[config.mk]
export PLATFORM = sky130hd
export DESIGN_NAME = uart_rx_param
export DESIGN_NICKNAME = d
export VERILOG_FILES = /design/src/rtl/uart_rx_param.sv
export SDC_FILE = /design/constraint.sdc
export NUM_CORES = 1
export LEC_CHECK = 0
export CELL_PAD_IN_SITES_DETAIL_PLACEMENT = 0
export CELL_PAD_IN_SITES_GLOBAL_PLACEMENT = 1
export CORE_ASPECT_RATIO = 1.1
export CORE_MARGIN = 4
export CORE_UTILIZATION = 45
export DETAILED_ROUTE_END_ITERATION = 12
export GPL_TIMING_DRIVEN = 1
export PLACE_DENSITY = 0.86
export SKIP_LAST_GASP = 1
export SYNTH_ARGS = -nofsm -noshare
export SYNTH_HDL_FRONTEND = slang
export SYNTH_SLANG_ARGS = --single-unit
[constraint.sdc]
create_clock -name clock -period 2.1 [get_ports clock]
set_input_delay 0.42 -clock clock [delete_from_list [all_inputs] [get_ports clock]]
set_output_delay 0.42 -clock clock [all_outputs]
set_load 0.005 [all_outputs]
[src/rtl/uart_rx_param.sv]
// rtl/uart_rx_param.sv - oversampled UART receiver with parity, framing and break detection
module uart_rx_param #(
   parameter int D_BIT      = 8,
   parameter int SB_TICK    = 16,
   parameter int PARITY_EN  = 0,
   parameter int PARITY_ODD = 0,
   parameter int STOP_BITS  = 1
) (
   input  logic             clock,
   input  logic             reset,
   input  logic             s_tick,
   input  logic             rx,
   output logic             rx_done,
   output logic [D_BIT-1:0] d_out,
   output logic             parity_err,
   output logic             frame_err,
   output logic             rx_busy
);
   localparam int SW = $clog2(SB_TICK);
   localparam int NW = $clog2(D_BIT + 1);
   localparam logic [SW-1:0] S_MID  = SW'(SB_TICK / 2 - 1);
   localparam logic [SW-1:0] S_END  = SW'(SB_TICK - 1);
   localparam logic [NW-1:0] N_DATA = NW'(D_BIT - 1);
   localparam logic [NW-1:0] N_STOP = NW'(STOP_BITS - 1);
   localparam logic          ODD    = (PARITY_ODD != 0);

   localparam logic [2:0] IDLE      = 3'd0;
   localparam logic [2:0] START     = 3'd1;
   localparam logic [2:0] DATA      = 3'd2;
   localparam logic [2:0] PARITY    = 3'd3;
   localparam logic [2:0] STOP      = 3'd4;
   localparam logic [2:0] WAIT_HIGH = 3'd5;

   logic             rx_m, rx_s;
   logic [2:0]       state;
   logic [SW-1:0]    s;
   logic [NW-1:0]    n;
   logic [D_BIT-1:0] b;
   logic             p_err, f_err;

   always_ff @(posedge clock or posedge reset) begin
      if (reset) begin
         rx_m <= 1'b1;
         rx_s <= 1'b1;
      end else begin
         rx_m <= rx;
         rx_s <= rx_m;
      end
   end

   always_ff @(posedge clock or posedge reset) begin
      if (reset) begin
         state      <= IDLE;
         s          <= '0;
         n          <= '0;
         b          <= '0;
         p_err      <= 1'b0;
         f_err      <= 1'b0;
         rx_done    <= 1'b0;
         d_out      <= '0;
         parity_err <= 1'b0;
         frame_err  <= 1'b0;
      end else begin
         rx_done <= 1'b0;
         if (s_tick) begin
            case (state)
               IDLE: begin
                  if (!rx_s) begin
                     state <= START;
                     s     <= '0;
                  end
               end
               // Half a bit in, re-check the line so a short glitch is not taken as a frame.
               START: begin
                  if (s == S_MID) begin
                     s     <= '0;
                     n     <= '0;
                     p_err <= 1'b0;
                     f_err <= 1'b0;
                     state <= rx_s ? IDLE : DATA;
                  end else begin
                     s <= s + 1'b1;
                  end
               end
               DATA: begin
                  if (s == S_END) begin
                     s <= '0;
                     b <= {rx_s, b[D_BIT-1:1]};
                     if (n == N_DATA) begin
                        n     <= '0;
                        state <= (PARITY_EN != 0) ? PARITY : STOP;
                     end else begin
                        n <= n + 1'b1;
                     end
                  end else begin
                     s <= s + 1'b1;
                  end
               end
               PARITY: begin
                  if (s == S_END) begin
                     s     <= '0;
                     p_err <= ((^b) ^ rx_s) != ODD;
                     state <= STOP;
                  end else begin
                     s <= s + 1'b1;
                  end
               end
               STOP: begin
                  if (s == S_END) begin
                     s <= '0;
                     if (n == N_STOP) begin
                        n          <= '0;
                        rx_done    <= 1'b1;
                        d_out      <= b;
                        parity_err <= p_err;
                        frame_err  <= f_err | ~rx_s;
                        state      <= (f_err | ~rx_s) ? WAIT_HIGH : IDLE;
                     end else begin
                        n     <= n + 1'b1;
                        f_err <= f_err | ~rx_s;
                     end
                  end else begin
                     s <= s + 1'b1;
                  end
               end
               // A held-low line (break) must go high before another start is accepted.
               WAIT_HIGH: begin
                  if (rx_s) state <= IDLE;
               end
               default: state <= IDLE;
            endcase
         end
      end
   end

   assign rx_busy = (state != IDLE);

endmodule

==> results.toml, run 1 <==
[outcome]
status = "finished, final reports clean"

[place]
dpl.cell_count = 223
hpwlAfterDp_um = 2485
globalplace.congestion = 0.8806
portBuffers = 15

[floorplan]
dieArea_um2 = 5047
initial_core_util = 0.4779
die_h_um = 74.11
die_x_um = 68.10
pin_count = 16
std_cell_rows = 23
core_um2 = 3741

[synthesis]
ys_types = 47
yosysSeqAreaShare = 0.4773
yosys.area.top_type = "dfrtp_1"
postSynthRegisterBits = 34
netlist_instances = 155
yosys_warnings = 0
syn-mean-instance-area_um2 = 11.54
synth_top_area_frac = 0.4479
synth_nets = 162
synth.area.top_cells = "dfrtp_1 (45%), mux2_4 (5.9%), mux2_1 (4.4%)"
syn_area_um2 = 1788

[detailed_routing]
routedWlPerCell_um = 15.08
drc = 0
vias_per_cell = 5.245
num_vias = 1222
drt_iter0_drc = 38
totalWireLength_um = 3513
first_pass_iters = 4
detail-route-antenna-nets = 0

[hold_path]
hp-class = "flip-flop to flip-flop"
min_path_cells = 0

[timing]
setup_tns_ns = 0
slew_viol_final = 0
rsz0062_at_grt = "yes"
max_freq_mhz = 495.8
slew_headroom = 0.7094
clock_skew_ns = 0.004806
finalSetupViolations = 0
hold_viol_final = 0
tightestPinTransition_ns = 0.4358
fin_crit_ns = 2.017
post-route-period-util = 0.9605

[pwr]
pwr-share-clk = 0.267
power_switching_share = 0.3426
p_total_w = 0.001904
p_per_area_nw_per_um2 = 884.4
peakVddDrop_v = 0.0005117
p_comb_frac = 0.312
p_leak_nw = 1.005
power.share.sequential = 0.421
p_int_w = 0.001252
netSwitchingPower_w = 0.0006523

[global_route]
grt_pass1_wl_um = 6147
antenna_found_initial = 0
grt_max_degree = 35
grt_pass1_vias = 1305
grt_overflow = 0
track_usage = 0.1652

[worst_setup_path]
crit_type = "flip-flop to flip-flop"
cp.required_ns = 2.26
end_kind = "flip-flop"
ff2ff_path_depth = 7
cp-start-kind = "flip-flop"
critPathMaxFanout = 6
critPathArrivalTime_ns = 2.18

[finish]
layout_commonest_cell = "dfrtp_1"
syn_to_final_growth_pct = 20.43
fin_nets = 189
drive_above_1_share = 0.2404
instances_no_fill = 233
antenna_cells = 0
layout_common_cells = "dfrtp_1 (31), clkdlybuf4s50_1 (15), nand2_1 (12)"

[cts]
clk-insertion-delay-late_ns = 0.29
clockBufferDepth = 2
h-tree-depth = 2
cts-buffers-inserted = 5
cts_tree = "done"
path_clk_slew_ns = 0.07
clockRootBuffer = "clkbuf_8"
cts_sinks = 34

[job]
cap_violations = 0
[path summary, 6_finish.rpt]
| kind | endpoint | slack (ns) | from |
|---|---|---|---|
| worst max-delay path | state[2] | 0.08 | n[0] |
| worst min-delay path | rx_s | 0.36 | rx_m |
| worst max register to register | state[2] | 0.08 | n[0] |
| worst min register to register | rx_s | 0.36 | rx_m |
| max in group asynchronous | rx_m | 1.24 | reset |
| min in group asynchronous | s[0] | 0.52 | reset |
[per-stage QoR]
step	cell area, µm²	hold slack [ns]	setup WS (ns)	utilization
after CTS	2128	0.3656	0.05332	0.5689
final	2153	0.3630	0.08286	0.5756
after floorplan	1788	0.3452	0.2793	-
after global routing	2153	0.3696	-0.02396	0.5756
after global placement	2037	0.3458	0.06647	0.5445
after detailed placement	2037	0.3489	0.03087	0.5445
[logic make-up after synthesis]
family                   after synthesis  share of synthesized area
adder cells (fa/ha/maj)                3                    0.02100
flip-flops                            34                     0.4773
multiplexers                          19                     0.1337
AO/OA/AOI/OAI                         29                     0.1099
AND/OR/NAND/NOR                       46                     0.1659
XOR/XNOR                              10                    0.04899
buffers and inverters                 14                    0.04338
[flip-flops by register name, summed over array words and instances (netlist names)]
name	flops
rx_s	1
f_err	1
rx_m	1
frame_err	1
b	8
state	3
p_err	1
rx_done	1
d_out	8
s	4
parity_err	1
n	4
[area by class of cell]
| class | instances | area [µm²] |
|---|---|---|
| clock buffers | 7 | 86.33 |
| clock inverters | 1 | 5.005 |
| fillers | 345 | 1588 |
| inverters | 7 | 26.28 |
| multi-input cells | 107 | 865.8 |
| flip-flops and latches | 34 | 854.6 |
| well taps | 50 | 62.56 |
| repair buffers | 27 | 252.7 |
[cell usage after synthesis, drive strengths merged]
cell	number
mux2	18
or4	1
nand2	12
a21oi	7
nand3b	3
a21boi	1
a21o	1
inv	7
nand4	2
nand2b	3
o21ai	9
or3b	1
xnor2	8
o21ba	1
mux2i	1
o2bb2ai	2
o31ai	2
nand4b	2
xor2	2
a41oi	1
nor3b	3
nor2b	3
nand3	4
buf	6
clkbuf	1
or4b	1
nor2	2
nor3	6
dfrtp	32
and3	2
a22oi	1
o22ai	1
o21bai	2
ha	3
a22o	1
or2	1
dfstp	2
[critical path, stage by stage (launching register included)]
cell and delay [ns]:
dfrtp_1 0.42, inv_1 0.07, ha_1 0.14, or3b_4 0.41
a22oi_2 0.34, nand2_1 0.12, o31ai_1 0.29, o21ai_1 0.10
[metal layers]
metal,track usage,vias to the layer above,part of all wire
met1,0.1985,605,0.43
met5,0,-,0
met4,0.06623,0,0.015
met3,0.05136,5,0.031
li1,-,597,-
met2,0.2741,15,0.52
[power by group through the flow]
| stage | Sequential (W) | Clock [W] | Combinational (W) |
|---|---|---|---|
| after CTS | 0.000791 | 0.000523 | 0.000570 |
| after floorplan | 0.000759 | 0 | 0.000466 |
| after global routing | 0.000810 | 0.000549 | 0.000664 |
| after global placement | 0.000800 | 0 | 0.000553 |
| after detailed placement | 0.000804 | 0 | 0.000565 |
| final | 0.000801 | 0.000508 | 0.000595 |
[what timing repair did]
| action | 4_1_cts | 5_1_grt |
|---|---|---|
| setup endpoints to repair | 0 | 3 |
| setup buffers | 0 | 2 |
| hold buffers | 0 | 0 |
| resized for setup | 0 | 3 |
No activity file was read; power rests on OpenSTA's default activity.
==> run 2, diff against run 1 <==
Settings changed: CORE_ASPECT_RATIO 1.1 to 0.7, CORE_UTILIZATION 45 to 49, PLACE_DENSITY 0.86 to 0.91.
Clock period 2.1 ns to 2.6 ns, I/O delays scaled along.
==> run 2 against run 1 <==
Effect of this change: setup slack better by 0.32 ns; combinational power is 35% lower; register-to-register slack better by 0.49 ns; sequential power is 16% lower; critical path type is now flip-flop to output pin; critical endpoint is now rx_busy; largest power group unchanged.
==> results.toml, run 2 (synthesis results as in run 1) <==
[cts]
cts_sinks = 34
clockRootBuffer = "clkbuf_8"
cts_setup_buffers = 0
clockBufferDepth = 2
ctsResizeCount = 0
h-tree-depth = 2
cts-buffers-inserted = 5
cts_tree = "done"
clk-insertion-delay-late_ns = 0.28
path_clk_slew_ns = 0.07
hold_buffers = 0

[place]
portBuffers = 15
globalplace.congestion = 0.8980
dp_slack_ns = 0.2420
hpwlAfterDp_um = 2335

[detailed_routing]
first_pass_iters = 4
num_vias = 1196
routedWlPerCell_um = 14.35
totalWireLength_um = 3199
vias_per_cell = 5.363
drc = 0
detail-route-antenna-nets = 0
drt_iter0_drc = 39

[hold_path]
holdPathEnd = "rx_s"
min_path_cells = 0
worst_hold_startpoint = "rx_m"
hp-class = "flip-flop to flip-flop"

[worst_setup_path]
end_kind = "output pin"
reg2reg_slack_ns = 0.57
ff2ff_path_depth = 5
crit_type = "flip-flop to output pin"
critPathMaxFanout = 13
critPathArrivalTime_ns = 1.68
r2r_end = "d_out[7]"
cp.required_ns = 2.08
reg2reg_from = "n[0]"
cp-start-kind = "flip-flop"

[global_route]
grt_max_degree = 35
grt_use_met1 = 0.2051
grt_use_met2 = 0.2417
gr-max-usage-layer = "met2"
antenna_found_initial = 0
track_usage = 0.1550
met3_usage = 0.04128
grt_pass1_vias = 1234
grt_pass1_wl_um = 5540
grt_overflow = 0

[finish]
largest_registers = "b x8, d_out x8"
antenna_cells = 0
syn_to_final_growth_pct = 15.19
drive_above_1_share = 0.1908
layout_common_cells = "dfrtp_1 (32), clkdlybuf4s50_1 (15), nand2_1 (12)"
layout_commonest_cell = "dfrtp_1"
fin_nets = 179

[timing]
setup_tns_ns = 0
clock_skew_ns = 0.004421
fin_ws_ns = 0.4037
slew_headroom = 0.5907
hold_viol_final = 0
post-route-period-util = 0.8447
rsz0062_at_grt = "no"
finalSetupViolations = 0
slew_viol_final = 0
max_freq_mhz = 455.3
fin_crit_ns = 2.196
tightestPinTransition_ns = 0.6140

[floorplan]
dieArea_um2 = 4695
die_x_um = 80.20
pin_count = 16
die_h_um = 58.54
initial_core_util = 0.5089
core_um2 = 3513
std_cell_rows = 18

[job]
cap_violations = 0

[outcome]
status = "finished, final reports clean"

[pwr]
p_per_area_nw_per_um2 = 705.7
peakVddDrop_v = 0.0004110
p_leak_nw = 0.9559
run 2: cell types whose count changed in the layout (fill, tap and decap cells not counted):
| cell | delta |
|---|---|
| or3b_1 | +1 |
| buf_12 | -1 |
| dfrtp_1 | +1 |
| clkinvlp_4 | +1 |
| buf_4 | -9 |
| nor3_2 | +1 |
| nor3_4 | -1 |
| dfrtp_2 | -1 |
| clkbuf_1 | -1 |
| or3b_4 | -1 |
run 2: area by class of cell:
type                            instances  area (µm²)
Clock inverter                          2       12.51
Tap cell                               50       62.56
Sequential cell                        34       853.3
Inverter                                7       26.28
Fill cell                             295        1454
Timing Repair Buffer                   17       165.2
Clock buffer                            6       82.58
Multi-Input combinational cell        107       857.1
run 2: layer usage:
layer / routed length (µm) / share of wire
met3: 145 / 0.045
met4: 58 / 0.018
met5: 0 / 0
met2: 1437 / 0.45
met1: 1557 / 0.49
run 2: how the worst max path moves through the flow:
stage / start / to / slack (ns) / cells after the start
6_report: state[0] / rx_busy / 0.40 / 3
5_1_grt: state[1] / rx_busy / 0.32 / 3
4_1_cts: state[0] / rx_busy / 0.39 / 3
3_5_place_dp: s_tick / parity_err / 0.24 / 5
3_3_place_gp: s_tick / parity_err / 0.29 / 5
2_1_floorplan: n[0] / d_out[0] / 0.78 / 6
run 2: through the flow:
stage	total power (W)	hold slack, ns	std cells	area [µm²]	utilization
after global placement	0.001047	0.3477	215	1964	0.5591
final	0.001453	0.3584	223	2059	0.5862
after floorplan	0.0009893	0.3452	155	1788	-
after CTS	0.001470	0.3612	223	2059	0.5862
after detailed placement	0.001066	0.3487	215	1964	0.5591
after global routing	0.001548	0.3696	223	2059	0.5862
run 2: critical path, cell delays in order, from the launching register on:
cell and delay (ns):
dfrtp_1 0.55, nor3_2 0.30, inv_2 0.09, clkdlybuf4s50_1 0.46
run 2: report_power, final:
group          switching [W]  total (W)  internal [W]
combinational       0.000211   0.000389      0.000179
clock               0.000183   0.000395      0.000213
sequential         0.0000985   0.000669      0.000570
total               0.000492    0.00145      0.000962
==> edit 1: new RTL, config.mk and constraints of run 1 <==
Register the output `parity_err` once more, cleared by the reset; this adds one clock of latency there. The other outputs are not delayed to match.
--- a/src/rtl/uart_rx_param.sv
+++ b/src/rtl/uart_rx_param.sv
@@ -32,4 +32,6 @@
    localparam logic [2:0] WAIT_HIGH = 3'd5;
 
+   logic parity_err_s0;
+
    logic             rx_m, rx_s;
    logic [2:0]       state;
@@ -59,5 +61,5 @@
          rx_done    <= 1'b0;
          d_out      <= '0;
-         parity_err <= 1'b0;
+         parity_err_s0 <= 1'b0;
          frame_err  <= 1'b0;
       end else begin
@@ -113,5 +115,5 @@
                         rx_done    <= 1'b1;
                         d_out      <= b;
-                        parity_err <= p_err;
+                        parity_err_s0 <= p_err;
                         frame_err  <= f_err | ~rx_s;
                         state      <= (f_err | ~rx_s) ? WAIT_HIGH : IDLE;
@@ -136,4 +138,12 @@
    assign rx_busy = (state != IDLE);
 
+   always_ff @(posedge clock or posedge reset) begin
+      if (reset) begin
+         parity_err <= '0;
+      end else begin
+         parity_err <= parity_err_s0;
+      end
+   end
+
 endmodule
 
Formal check against the unedited RTL: no difference found for any inputs over 10 cycles, from zero or initial values and one cycle with reset high; that may be too few to reach the edited logic, so the function may still have changed.
==> edit 1 against run 1 <==
Sequential power increased by 1%. Fmax is 0.32% higher. Count of clock-buffer cells in the layout is the same. Design area is 0.81% lower. Total power decreased by 4.8%. Clock power grew 4.9%. Critical path depth down 4. Sequential cell count up 1. Synthesized area is 0.21% higher. Wire length fell by 3.4%. Worst setup slack better by 0.0065 ns.
==> edit 1: results (changes against run 1) <==
Ranked by total cell area, the synthesized netlist is headed by dfrtp_1, mux2_1, xnor2_1, dfstp_2, buf_4. The final total negative setup slack was 0 ns (unchanged); the fraction of area in registers was 41.2% (+1.6 points). In the synthesized netlist, the cells that appear most often are dfrtp_1, mux2_1, nand2_1, xnor2_1, a21oi_1.

The run finished with clean final reports. The final estimated routing congestion in global placement came out at 0.803 (-8.8%). For the cell internal power dissipation, the log shows 1.23 mW (-1.9%). Fraction of area in clock buffers and inverters: 4.86% (+0.62 points). The slowest cell on the critical path was dfrtp_2. The register-to-register path setup slack is 0.14 ns (+0.06 ns). The xor-xnor portion of the synthesized cell area is 5.38% (+0.48 points). The combinational share of power came out at 25.8% (-5.4 points).

The endpoint identified for the worst register-to-register timing path is n[3]. The delay of the slowest cell on the worst path was 0.51 ns (+0.09 ns). For the largest clock skew in the final design, the log shows 0.00419 ns (-0.000621 ns). The area share of buffers outside the clock network was 10.4% (-1.3 points). The kind of cell with the highest combined delay along the critical path is buffers and inverters.

The highest net fanout along the worst path was 10 (+4); the arrival time at the worst endpoint was 1.59 ns (-0.59 ns). The run gives 840 um2 (-3.0%) as the area used by multi-input combinational logic. The critical path starts at state[0].

For the count of instances resized after the clock tree is built, the log shows 2 (+2). The number of nets in the final layout was 184 (-2.6%); the number of global-route vias before repair was 1331 (+2.0%). For the placed cell area, the log shows 0.00201 mm2 (-1.4%). The measured slew at the worst slew-check pin was 0.437 ns (+0.000886 ns).

The number of non-clock buffers was 23 (-15%). The logs give 1740 um (-5.0%) for the total length of routed met2 wires and 35 (+2.9%) for the count of sequential standard cells. The worst setup path endpoint was rx_busy.

The tools report the routed wire length on met3 as 130 um (+20%). The detailed-route wire length on metal 1 is 1490 um (-2.4%). The half-perimeter wire length after detailed placement is 2500 um (+0.60%). The number of warning messages in the yosys log is 0 (unchanged), and the power in the clock group is 0.533 mW (+4.9%).

The antenna diode count is 0 (unchanged), and the total leakage power is 0.956 nW (-4.9%). The count of cell types in the netlist is 48 (+2.1%). Worst vdd rail ir drop: 0.688 mV (+34%).

The share of cells above drive strength 1 is 18.0% (-6.1 points), and the detailed-route wire length per cell is 14.9 um (-1.3%). The tools report the share of synthesized area occupied by flip-flops and latches as 49.0% (+1.3 points). The share of synthesized cell area in full adder, half adder and majority cells was 2.09% (-0.0044 points); the share of the synthesized area in compound gates (AO/OA/AOI/OAI) was 10.3% (-0.65 points).

The wire length of the first global-routing pass came out at 6240 um (+1.6%). The fraction of synthesized area in multiplexers is 12.4% (-0.94 points).
## edit 1: worst min-delay path by stage
stage / depth (start not counted) / start / end / slack, ns
detailed placement: 0 / rx_m / rx_s / 0.35
floorplan: 0 / rx_m / rx_s / 0.35
CTS: 0 / rx_m / rx_s / 0.36
global route: 0 / rx_m / rx_s / 0.37
finish: 0 / rx_m / rx_s / 0.36
global placement: 0 / rx_m / rx_s / 0.35
## edit 1: through the flow
step / power, mW / worst slack, ns / hold slack [ns] / cells / util [%]
final: 1.81 / 0.0894 / 0.356 / 228 / 57.1
after global routing: 1.91 / 0.0115 / 0.366 / 228 / 57.1
after CTS: 1.80 / 0.0557 / 0.357 / 226 / 56.5
after detailed placement: 1.26 / 0.0102 / 0.347 / 218 / 53.7
after global placement: 1.23 / 0.0636 / 0.347 / 218 / 53.7
after floorplan: 1.15 / 0.331 / 0.345 / 155 / -
## edit 1: routing by layer
metal	vias to the layer above	global-route usage, %
li1	603	-
met1	609	20.6
met2	20	26.3
met3	5	5.44
met4	0	5.08
met5	-	0
==> edit 2: new RTL, flow settings as in run 1 <==
Without the edit above. Change the parameter `SB_TICK` from 16 to 32.
--- a/src/rtl/uart_rx_param.sv
+++ b/src/rtl/uart_rx_param.sv
@@ -2,5 +2,5 @@
 module uart_rx_param #(
    parameter int D_BIT      = 8,
-   parameter int SB_TICK    = 16,
+   parameter int SB_TICK    = 32,
    parameter int PARITY_EN  = 0,
    parameter int PARITY_ODD = 0,
Check against the original RTL: same outputs for any inputs over 10 cycles, from zero or initial values and one cycle with reset high; that may be too few to reach the edited logic, so the function may still have changed.
==> edit 2 against run 1 <==
Sequential cell count grew 1. Combinational power grew 22%. Synthesized area grew 5.8%. Die area grew 5.1%. Worst setup slack lost 0.048 ns. Wire length grew 1.6%. Fmax shrank 2.3%. Total power grew 15%. Non-clock buffer count grew 5. Design area grew 9.4%. Synthesized cell count grew 8.4%. Sequential power grew 4.6%. Count of clock-buffer cells in the layout shrank 1. Critical path type unchanged.
==> edit 2: results (changes against run 1) <==
The flow ran to the end, and the final reports show no timing, DRC or antenna violations. For the total global routing track utilization, the log shows 14.7% (-1.8 points). The tools report the routed wire length on met3 as 74 um (-31%). The measured slew at the worst slew-check pin was 0.435 ns (-0.000574 ns). The worst-case hold slack was 0.357 ns (-0.00599 ns). Number of vias after detailed routing: 1300 (+6.4%). The tools report the half-perimeter wire length after detailed placement as 2560 um (+3.0%). By count the netlist is led by dfrtp_1, mux2_2, nand2_1.

The logs give 0.00221 mm2 (+8.4%) for the placed cell area and 46 (-2.1%) for the count of cell types in the netlist. The met3 routing resource usage after global routing was 3.17% (-2.0 points). The tools report the largest clock skew in the final design as 0.00422 ns (-0.000586 ns). Top cell family by delay on the critical path: simple AND/OR/NAND/NOR gates. The run gives 0.439 mV (-14%) as the worst vdd rail ir drop. The logs give 18.9% (-0.90 points) for the global-route met1 utilization and 1.04 nW (+3.7%) for the total leakage power.

The endpoint identified for the worst register-to-register timing path is state[0]. Ranked by total cell area, the synthesized netlist is headed by dfrtp_1, mux2_2, ha_1, dfstp_2, xnor2_1. The highest net fanout along the worst path was 4 (-2); the share of synthesized area occupied by flip-flops and latches was 46.4% (-1.3 points). The synthesized net count was 178 (+9.9%). The delay of the slowest cell on the worst path works out to 0.50 ns (+0.08 ns).

The tools report the violation count after the first detailed-route iteration as 45 (+18%). The run gives 36 (+2.9%) as the maximum number of pins on one net before global-route repair. The number of fill cells is 346 (+0.29%), and the number of nets in the final layout is 208 (+10%). The number of global-route vias before repair is 1350 (+3.4%), and the synthesized area divided by synthesized cell count is 11.3 um2 (-2.4%). The run gives 1600 um (+5.1%) as the detailed-route wire length on metal 1. The run gives -0.0200 ns (-0.0509 ns) as the placement-stage worst setup slack. Detailed-route wire length per cell: 14.2 um (-5.7%). The tools report the total length of routed met2 wires as 1830 um (about the same).

The arrival time at the worst endpoint came out at 2.23 ns (+0.05 ns). The run gives 0.04 ns (-0.05 ns) as the register-to-register path setup slack. In this run the critical register-to-register path is launched from s[0].
==> edit 2: worst max path at each step <==
stage                     from  endpoint  slack (ns)  cells past startpoint
after floorplan           s[0]  state[0]       0.004                      7
after global placement    s[1]  state[0]        0.03                      7
after detailed placement  s[1]  state[0]       -0.02                      7
after CTS                 s[0]  state[0]        0.01                      7
after global routing      s[1]  state[2]      -0.008                      8
final                     s[0]  state[0]        0.04                      7
==> edit 2: logic make-up (layout without fill, tap and decap cells) <==
| logic type | after synthesis | in the layout | synth area share (%) |
|---|---|---|---|
| AND/OR/NAND/NOR | 51 | 51 | 17.0 |
| adder cells (fa/ha/maj) | 6 | 6 | 3.97 |
| multiplexers | 21 | 21 | 12.4 |
| AO/OA/AOI/OAI | 29 | 29 | 11.0 |
| XOR/XNOR | 8 | 8 | 4.43 |
| buffers and inverters | 18 | 49 | 4.76 |
| flip-flops | 35 | 35 | 46.4 |
==> edit 2: report_power, final <==
group	total (mW)	switching [mW]	leakage, nW	internal [mW]
sequential	0.838	0.0938	0.467	0.744
clock	0.627	0.243	0.0612	0.384
combinational	0.726	0.367	0.514	0.359
total	2.19	0.703	1.04	1.49
==> edit 2: area by class of cell <==
type / count / area, um2 / share of cell area (%)
Clock buffer: 6 / 82.6 / 3.51
Clock inverter: 2 / 35.0 / 1.49
Inverter: 9 / 33.8 / 1.43
Multi-Input combinational cell: 115 / 968 / 41.1
Sequential cell: 35 / 880 / 37.4
Tap cell: 52 / 65.1 / 2.76
Timing Repair Buffer: 32 / 290 / 12.3
==> edit 2: repair_timing <==
item                                    4_1_cts  5_1_grt
pin swaps                                     0        2
setup buffers                                 1        0
endpoints found under the hold margin         0        0
gates resized for setup                       1        4
cloned                                        0        0
endpoints found under the setup margin        2        5
